## src/rtl/tlu_rx_pkg.sv

```systemverilog
// Shared definitions for the TLU trigger-handshake receiver.
//   state_e       : handshake FSM states
//   TRG_WORD_FLAG : marker bit set in every trigger word pushed to the readout queue
//   MIN_CLK_DIV   : smallest usable TLU_CLOCK half period (BUS_CLK cycles); covers the
//                   2-FF synchroniser delay on the returning data line
//   DEFAULT_BITS  : trigger-number width used when TRIGGER_BITS is 0
package tlu_rx_pkg;

  typedef enum logic [2:0] {
    IDLE,
    BUSY_WAIT,
    SHIFT,
    STORE,
    RELEASE
  } state_e;

  localparam logic [31:0] TRG_WORD_FLAG = 32'h8000_0000;
  localparam logic [7:0]  MIN_CLK_DIV   = 8'd4;
  localparam logic [4:0]  DEFAULT_BITS  = 5'd15;

endpackage

```

## src/rtl/generic_fifo.sv

```systemverilog
// Generic synchronous first-word-fall-through FIFO.
//   clk, rst : clock, synchronous active-high reset (pointers only)
//   wr_en    : push wr_data; accepted when not full, or when full and a pop happens too
//   rd_en    : pop the head word; ignored while empty
//   rd_data  : head word, valid whenever empty=0 (forced to 0 while empty)
//   empty    : no word held
//   full     : DEPTH words held
module generic_fifo #(
  parameter int WIDTH = 32,
  parameter int DEPTH = 8
) (
  input  logic             clk,
  input  logic             rst,
  input  logic             wr_en,
  input  logic [WIDTH-1:0] wr_data,
  input  logic             rd_en,
  output logic [WIDTH-1:0] rd_data,
  output logic             empty,
  output logic             full
);

  localparam int            AW      = $clog2(DEPTH);
  localparam logic [AW:0]   PTR_ONE = (AW+1)'(1);

  logic [WIDTH-1:0] mem_q [DEPTH];
  logic [AW:0]      wr_ptr_q, wr_ptr_d;
  logic [AW:0]      rd_ptr_q, rd_ptr_d;
  logic             do_wr, do_rd;

  // Pointers carry one extra wrap bit so full and empty are distinguishable.
  always_comb begin
    empty    = (wr_ptr_q == rd_ptr_q);
    full     = (wr_ptr_q[AW] != rd_ptr_q[AW]) && (wr_ptr_q[AW-1:0] == rd_ptr_q[AW-1:0]);
    do_rd    = rd_en && !empty;
    do_wr    = wr_en && (!full || do_rd);
    wr_ptr_d = do_wr ? wr_ptr_q + PTR_ONE : wr_ptr_q;
    rd_ptr_d = do_rd ? rd_ptr_q + PTR_ONE : rd_ptr_q;
    rd_data  = empty ? '0 : mem_q[rd_ptr_q[AW-1:0]];
  end

  always_ff @(posedge clk) begin
    if (do_wr) begin
      mem_q[wr_ptr_q[AW-1:0]] <= wr_data;
    end
    if (rst) begin
      wr_ptr_q <= '0;
      rd_ptr_q <= '0;
    end else begin
      wr_ptr_q <= wr_ptr_d;
      rd_ptr_q <= rd_ptr_d;
    end
  end

endmodule

```

## src/rtl/tlu_handshake_rx.sv

```systemverilog
// DUT-side responder for the EUDET-style TLU trigger handshake.
// On a trigger it raises TLU_BUSY, clocks the trigger number out of the TLU
// LSB first, queues {1'b1, number} for the readout arbiter and releases BUSY.
//   BUS_CLK, BUS_RST      : clock, synchronous active-high reset
//   ENABLE                : accept new triggers (a running handshake always completes)
//   TRIGGER_BITS, CLK_DIV : number width (0 -> 15), TLU_CLOCK half period (<4 -> 4)
//   TIMEOUT               : max RELEASE cycles waiting for TLU_TRIGGER low
//   TLU_TRIGGER, TLU_RESET: asynchronous inputs from the RJ45 link
//   TLU_BUSY, TLU_CLOCK   : handshake outputs to the TLU
//   TLU_RESET_PULSE       : 1-cycle pulse per synchronised TLU_RESET rising edge
//   FIFO_READ/EMPTY/DATA  : first-word-fall-through queue towards the arbiter
//   *_COUNT               : handshake, lost-word, skipped-number and timeout statistics
module tlu_handshake_rx #(
  parameter int FIFO_DEPTH = 8,
  parameter int TIMEOUT_W  = 16
) (
  input  logic                 BUS_CLK,
  input  logic                 BUS_RST,
  input  logic                 ENABLE,
  input  logic [4:0]           TRIGGER_BITS,
  input  logic [7:0]           CLK_DIV,
  input  logic [TIMEOUT_W-1:0] TIMEOUT,
  input  logic                 TLU_TRIGGER,
  input  logic                 TLU_RESET,
  output logic                 TLU_BUSY,
  output logic                 TLU_CLOCK,
  output logic                 TLU_RESET_PULSE,
  input  logic                 FIFO_READ,
  output logic                 FIFO_EMPTY,
  output logic [31:0]          FIFO_DATA,
  output logic [31:0]          TRIGGER_COUNT,
  output logic [15:0]          LOST_COUNT,
  output logic [15:0]          SKIP_COUNT,
  output logic [15:0]          TIMEOUT_COUNT
);

  import tlu_rx_pkg::*;

  function automatic logic [15:0] sat_inc(input logic [15:0] v);
    return (&v) ? v : v + 16'd1;
  endfunction

  logic trg_s1_q, trg_s2_q, trg_s3_q;
  logic rst_s1_q, rst_s2_q, rst_s3_q;
  logic trg_rise, rst_rise;

  state_e               state_q, state_d;
  logic                 busy_q, busy_d;
  logic                 tclk_q, tclk_d;
  logic                 phase_q, phase_d;     // 0: TLU_CLOCK high half, 1: low half
  logic [7:0]           cnt_q, cnt_d;
  logic [4:0]           bit_q, bit_d;
  logic [TIMEOUT_W-1:0] tcnt_q, tcnt_d;
  logic [TIMEOUT_W:0]   tcnt_inc;
  logic [30:0]          shift_q, shift_d;
  logic [30:0]          prev_q, prev_d;
  logic                 prev_vld_q, prev_vld_d;
  logic                 pend_clr_q, pend_clr_d;
  logic                 rpulse_q, rpulse_d;
  logic [31:0]          trig_cnt_q, trig_cnt_d;
  logic [15:0]          lost_q, lost_d;
  logic [15:0]          skip_q, skip_d;
  logic [15:0]          tmo_q, tmo_d;

  logic [7:0]  div_eff;
  logic [4:0]  nbits_eff;
  logic        cnt_last;
  logic        store, timeout_hit, fifo_full;
  logic [30:0] num_mask, prev_next;
  logic [31:0] word;

  assign trg_rise  = trg_s2_q & ~trg_s3_q;
  assign rst_rise  = rst_s2_q & ~rst_s3_q;
  assign div_eff   = (CLK_DIV < MIN_CLK_DIV) ? MIN_CLK_DIV : CLK_DIV;
  assign nbits_eff = (TRIGGER_BITS == 5'd0) ? DEFAULT_BITS : TRIGGER_BITS;
  assign cnt_last  = (cnt_q == div_eff - 8'd1);
  assign num_mask  = 31'h7FFF_FFFF >> (5'd31 - nbits_eff);
  assign prev_next = (prev_q + 31'd1) & num_mask;
  assign word      = TRG_WORD_FLAG | {1'b0, shift_q};
  assign tcnt_inc  = {1'b0, tcnt_q} + {{TIMEOUT_W{1'b0}}, 1'b1};

  // Handshake FSM and TLU_CLOCK divider
  always_comb begin
    state_d     = state_q;
    busy_d      = busy_q;
    tclk_d      = tclk_q;
    phase_d     = phase_q;
    cnt_d       = cnt_q;
    bit_d       = bit_q;
    tcnt_d      = tcnt_q;
    shift_d     = shift_q;
    store       = 1'b0;
    timeout_hit = 1'b0;
    case (state_q)
      IDLE: begin
        shift_d = '0;
        cnt_d   = '0;
        bit_d   = '0;
        phase_d = 1'b0;
        tclk_d  = 1'b0;
        if (trg_rise && ENABLE) begin
          state_d = BUSY_WAIT;
          busy_d  = 1'b1;
        end
      end
      BUSY_WAIT: begin
        if (cnt_last) begin
          state_d = SHIFT;
          cnt_d   = '0;
          tclk_d  = 1'b1;
          phase_d = 1'b0;
        end else begin
          cnt_d = cnt_q + 8'd1;
        end
      end
      SHIFT: begin
        if (!cnt_last) begin
          cnt_d = cnt_q + 8'd1;
        end else begin
          cnt_d = '0;
          if (!phase_q) begin
            // last high cycle: the TLU has had the whole half period to settle the bit
            shift_d[bit_q] = trg_s2_q;
            tclk_d         = 1'b0;
            phase_d        = 1'b1;
          end else if (bit_q == nbits_eff - 5'd1) begin
            state_d = STORE;
          end else begin
            bit_d   = bit_q + 5'd1;
            tclk_d  = 1'b1;
            phase_d = 1'b0;
          end
        end
      end
      STORE: begin
        store   = 1'b1;
        busy_d  = 1'b0;
        tcnt_d  = '0;
        state_d = RELEASE;
      end
      RELEASE: begin
        if (!trg_s2_q) begin
          state_d = IDLE;
        end else if (tcnt_inc >= {1'b0, TIMEOUT}) begin
          timeout_hit = 1'b1;
          state_d     = IDLE;
        end else begin
          tcnt_d = tcnt_inc[TIMEOUT_W-1:0];
        end
      end
      default: state_d = IDLE;
    endcase
  end

  // Statistics and previous-number tracking
  always_comb begin
    trig_cnt_d = trig_cnt_q;
    lost_d     = lost_q;
    skip_d     = skip_q;
    tmo_d      = tmo_q;
    prev_d     = prev_q;
    prev_vld_d = prev_vld_q;
    pend_clr_d = pend_clr_q;
    rpulse_d   = rst_rise;
    if (store) begin
      trig_cnt_d = trig_cnt_q + 32'd1;
      // a pop in the same cycle frees the slot, so only a full queue without a read drops
      if (fifo_full && !FIFO_READ) lost_d = sat_inc(lost_q);
      if (prev_vld_q && (shift_q != prev_next)) skip_d = sat_inc(skip_q);
      prev_d     = shift_q;
      prev_vld_d = 1'b1;
    end
    if (timeout_hit) tmo_d = sat_inc(tmo_q);
    if (pend_clr_q && (state_q != IDLE) && (state_d == IDLE)) begin
      trig_cnt_d = '0;
      pend_clr_d = 1'b0;
    end
    if (rst_rise) begin
      prev_vld_d = 1'b0;
      // clearing mid-handshake would lose the count of the handshake in flight
      if ((state_q == IDLE) || (state_d == IDLE)) begin
        trig_cnt_d = '0;
        pend_clr_d = 1'b0;
      end else begin
        pend_clr_d = 1'b1;
      end
    end
  end

  always_ff @(posedge BUS_CLK) begin
    trg_s1_q <= TLU_TRIGGER;
    trg_s2_q <= trg_s1_q;
    trg_s3_q <= trg_s2_q;
    rst_s1_q <= TLU_RESET;
    rst_s2_q <= rst_s1_q;
    rst_s3_q <= rst_s2_q;
    shift_q  <= shift_d;
    prev_q   <= prev_d;
    if (BUS_RST) begin
      state_q    <= IDLE;
      busy_q     <= 1'b0;
      tclk_q     <= 1'b0;
      phase_q    <= 1'b0;
      cnt_q      <= '0;
      bit_q      <= '0;
      tcnt_q     <= '0;
      prev_vld_q <= 1'b0;
      pend_clr_q <= 1'b0;
      rpulse_q   <= 1'b0;
      trig_cnt_q <= '0;
      lost_q     <= '0;
      skip_q     <= '0;
      tmo_q      <= '0;
    end else begin
      state_q    <= state_d;
      busy_q     <= busy_d;
      tclk_q     <= tclk_d;
      phase_q    <= phase_d;
      cnt_q      <= cnt_d;
      bit_q      <= bit_d;
      tcnt_q     <= tcnt_d;
      prev_vld_q <= prev_vld_d;
      pend_clr_q <= pend_clr_d;
      rpulse_q   <= rpulse_d;
      trig_cnt_q <= trig_cnt_d;
      lost_q     <= lost_d;
      skip_q     <= skip_d;
      tmo_q      <= tmo_d;
    end
  end

  generic_fifo #(
    .WIDTH (32),
    .DEPTH (FIFO_DEPTH)
  ) u_fifo (
    .clk     (BUS_CLK),
    .rst     (BUS_RST),
    .wr_en   (store),
    .wr_data (word),
    .rd_en   (FIFO_READ),
    .rd_data (FIFO_DATA),
    .empty   (FIFO_EMPTY),
    .full    (fifo_full)
  );

  assign TLU_BUSY        = busy_q;
  assign TLU_CLOCK       = tclk_q;
  assign TLU_RESET_PULSE = rpulse_q;
  assign TRIGGER_COUNT   = trig_cnt_q;
  assign LOST_COUNT      = lost_q;
  assign SKIP_COUNT      = skip_q;
  assign TIMEOUT_COUNT   = tmo_q;

endmodule

```

## config.mk

```make
export PLATFORM = sky130hd
export DESIGN_NAME = tlu_handshake_rx
export DESIGN_NICKNAME = d
export VERILOG_FILES = /design/src/rtl/tlu_rx_pkg.sv /design/src/rtl/generic_fifo.sv /design/src/rtl/tlu_handshake_rx.sv
export SDC_FILE = /design/constraint.sdc
export NUM_CORES = 1
export LEC_CHECK = 0
export ABC_CLOCK_PERIOD_IN_PS = 15150
export CORE_ASPECT_RATIO = 1.25
export CORE_MARGIN = 1.5
export CORE_UTILIZATION = 64
export CTS_BUF_LIST = sky130_fd_sc_hd__clkbuf_16
export CTS_CLUSTER_DIAMETER = 60
export CTS_CLUSTER_SIZE = 40
export DETAILED_ROUTE_END_ITERATION = 10
export MAX_ROUTING_LAYER = met4
export PLACE_DENSITY_LB_ADDON = 0.12
export SLEW_MARGIN = 40
export SYNTH_ARGS = -nofsm -noshare
export SYNTH_HDL_FRONTEND = slang
export SYNTH_SLANG_ARGS = --single-unit
```

## constraint.sdc

```tcl
create_clock -name BUS_CLK -period 15.15 [get_ports BUS_CLK]
set_clock_uncertainty 0.1 [all_clocks]
set_input_delay 1.515 -clock BUS_CLK [delete_from_list [all_inputs] [get_ports BUS_CLK]]
set_output_delay 1.515 -clock BUS_CLK [all_outputs]
set_load 0.02 [all_outputs]
```

==> impl_metrics.env <==
export IMPL_r2r_end="SKIP_COUNT[5]"
export IMPL_status="complete, no violations"
export IMPL_synth_edf_count=310
export IMPL_start_util_pct=65.4
export IMPL_vias=14300
export IMPL_synth_top_area_cell="edfxtp_1"
export IMPL_area_growth_synth_to_final_pct=14.0
export IMPL_rsz0062_at_grt="false"
export IMPL_syn_area_per_cell_um2=12.0
export IMPL_gp_congestion=1.00
export IMPL_cts_resized=0
export IMPL_fin_area_um2=23800
export IMPL_rr_worst_depth=11
export IMPL_dp_hpwl_um=31600
export IMPL_cts_setup_buffers=0
export IMPL_clkLatencyLatePin_ns=0.58
export IMPL_die_x_um=165
export IMPL_synth_top_area_share_pct=44.5
export IMPL_period_share_pct=36.5
export IMPL_final_layout_size_suffix_gt1_share_pct=10.4
export IMPL_grt_pass1_wl_um=75600
export IMPL_cts_sink_count=445
export IMPL_crit_path_start_kind="input pin"
export IMPL_reg2reg_setup_slack_ns=10.67
export IMPL_ios=151
export IMPL_synthTopCellsByArea="edfxtp_1 (45%), dfxtp_1 (13%), mux4_2 (6.7%)"
export IMPL_vias_per_cell=6.29
export IMPL_drt_pass1_iter_count=5
export IMPL_setup_violations=0
export IMPL_cts_root_buf="clkbuf_16"
export IMPL_crit_type="in2reg"
export IMPL_min_path_cells=0
export IMPL_yosys_register_bits=445
export IMPL_max_slew_margin_pct=42.3
export IMPL_drt_iter0_drc=1002
export IMPL_synth_cell_types=84
export IMPL_hp_class="reg2reg"
export IMPL_ir_worst_vdd_v=0.000131
export IMPL_synth_nets=1805
export IMPL_leakagePower_nw=7.79
export IMPL_port_buffers=150
export IMPL_rows=73
export IMPL_worstSetupEndpointType="flop"
export IMPL_max_freq_ghz=0.181
export IMPL_setup_tns_ns=0
export IMPL_grt_max_degree=100
export IMPL_finalHoldViolCount=0
export IMPL_synth_ff_type="edfxtp_1"
export IMPL_ys_seq_area_share_pct=57.5
export IMPL_gr_total_overflow=0
export IMPL_max_slew_worst_pin_slew_ns=0.859
export IMPL_powerDensity_nw_per_um2=92.9
export IMPL_path_clk_slew_ns=0.10
export IMPL_cp_data_arrival_time_ns=5.88
export IMPL_drtAntennaViolNets=0
export IMPL_track_usage_pct=29.9
export IMPL_h_tree_depth=1
export IMPL_ys_warn_count=0
export IMPL_wl_per_cell_um=21.3
export IMPL_drv_slew=0
export IMPL_die_h_um=205
export IMPL_async_reset_ff_share_pct=0
export IMPL_syn_area_um2=20900
export IMPL_crit_path_max_fanout=20
export IMPL_antennaDiodeCount=0
export IMPL_finalCriticalPeriod_ns=5.54
export IMPL_drt_wl_total_um=48500
export IMPL_fin_util_pct=74.5
export IMPL_min_delay_start="rst_s1_q"
export IMPL_cts_buffer_depth=3
export IMPL_cts_buffers=25
export IMPL_antenna_found_initial=0
export IMPL_min_to="rst_s2_q"
export IMPL_synth_cells=1737
export IMPL_drc=0
export IMPL_cts_tree="yes"
export IMPL_dpl_cell_area_um2=22800
export IMPL_r2r_start="prev_q[0]"
export IMPL_max_cap_violations=0
export IMPL_layout_nets=1914
export IMPL_hold_buffers=0
export IMPL_core_um2=32000
export IMPL_required_ns=15.50
export IMPL_grt_pass1_vias=14100
export IMPL_fp_dieArea_um2=33800
## through the flow
stage | setup WS [ns] | hold WS, ns | std cells | total power (W)
after global routing | 9.42 | 0.250 | 2276 | 0.00227
after CTS | 9.65 | 0.239 | 2276 | 0.00222
after floorplan | 8.50 | 0.210 | 1737 | 0.00138
final | 9.61 | 0.240 | 2276 | 0.00221
after global placement | 9.23 | 0.212 | 2230 | 0.00141
after detailed placement | 9.10 | 0.214 | 2231 | 0.00141
## worst max-delay path: stages
cell             delay, ns
clkdlybuf4s50_1       0.75
inv_1                 0.16
ha_1                  0.31
nor2b_1               0.19
a21oi_1               0.22
inv_1                 0.07
ha_1                  0.31
nand3_1               0.15
o21ai_0               0.17
a21boi_0              0.16
a221o_1               0.29
nor4_1                0.25
nand4_1               0.21
nor4_4                0.39
buf_4                 0.34
nor3b_2               0.09
mux2_4                0.31
## power by group
part / total, W / internal, W / switching [W]
clock network: 0.000824 / 0.000374 / 0.000451
registers: 0.00132 / 0.00130 / 0.0000194
logic: 0.0000668 / 0.0000276 / 0.0000392
## state kept, by name, summed over array words and instances, names as in the netlist, 3 cells and up, named ones only
| signal | count |
|---|---|
| tcnt_q | 16 |
| TRIGGER_COUNT | 32 |
| u_fifo.rd_ptr_q | 4 |
| shift_q | 31 |
| u_fifo.wr_ptr_q | 4 |
| prev_q | 31 |
| TIMEOUT_COUNT | 16 |
| state_q | 3 |
| cnt_q | 8 |
| bit_q | 5 |
| SKIP_COUNT | 16 |
| u_fifo.mem_q | 248 |
| LOST_COUNT | 16 |
## cell type report
class	instances	area, um2
flip-flops and latches	445	12000
repair buffers	170	1670
clock buffers	25	626
clock inverters	20	344
fillers	2108	8150
well taps	412	515
multi-input cells	1151	8440
inverters	53	201
## worst max path at each step
stage                         start        endpoint  slack [ns]  cells past startpoint
floorplan                CLK_DIV[6]      shift_q[0]        8.50                      9
global placement    TRIGGER_BITS[1]  SKIP_COUNT[13]        9.23                     17
detailed placement  TRIGGER_BITS[1]  SKIP_COUNT[12]        9.10                     17
CTS                 TRIGGER_BITS[1]   SKIP_COUNT[5]        9.65                     13
global route        TRIGGER_BITS[1]  SKIP_COUNT[13]        9.42                     17
finish              TRIGGER_BITS[1]   SKIP_COUNT[5]        9.61                     17
## cells by family after synthesis
logic type                 after synthesis  synth area share, %
xor gates and xnor gates               107                 4.48
AOI/OAI and AO/OA                      236                 7.45
buffers and inverters                  141                 2.62
muxes                                  119                 9.68
DFF                                    445                 57.5
and+or+nand+nor                        656                 16.3
adders and majority gates               33                 1.98
## placed cells by master, fill, tap and decap left out, drive strengths merged, types with 26 or more instances in the layout
master         instances
edfxtp               310
nand4                 43
xor2                  55
nand3                 96
nand2                129
dfxtp                135
a21oi                 88
nor2                 171
xnor2                 52
mux2i                 43
clkdlybuf4s50        148
nor3                  40
mux4                  62
inv                   61
and3                  26
ha                    33
nand2b                26
## per-layer routing
metal	global-route usage (%)	vias to the layer above	wire length [um]
met4	10.7	0	1920
met2	51.4	452	24600
li1	-	6717	-
met5	-	-	0
met1	36.4	7037	19500
met3	3.32	106	2490
## synthesized netlist by cell type (43+ instances only)
cell / n
mux2i_1: 43
mux4_2: 62
clkbuf_1: 72
xor2_1: 55
nand2_1: 129
a21oi_1: 88
dfxtp_1: 135
xnor2_1: 52
nand3_1: 93
edfxtp_1: 310
inv_1: 51
nor2_1: 170
(Power assumes the default switching activity.)
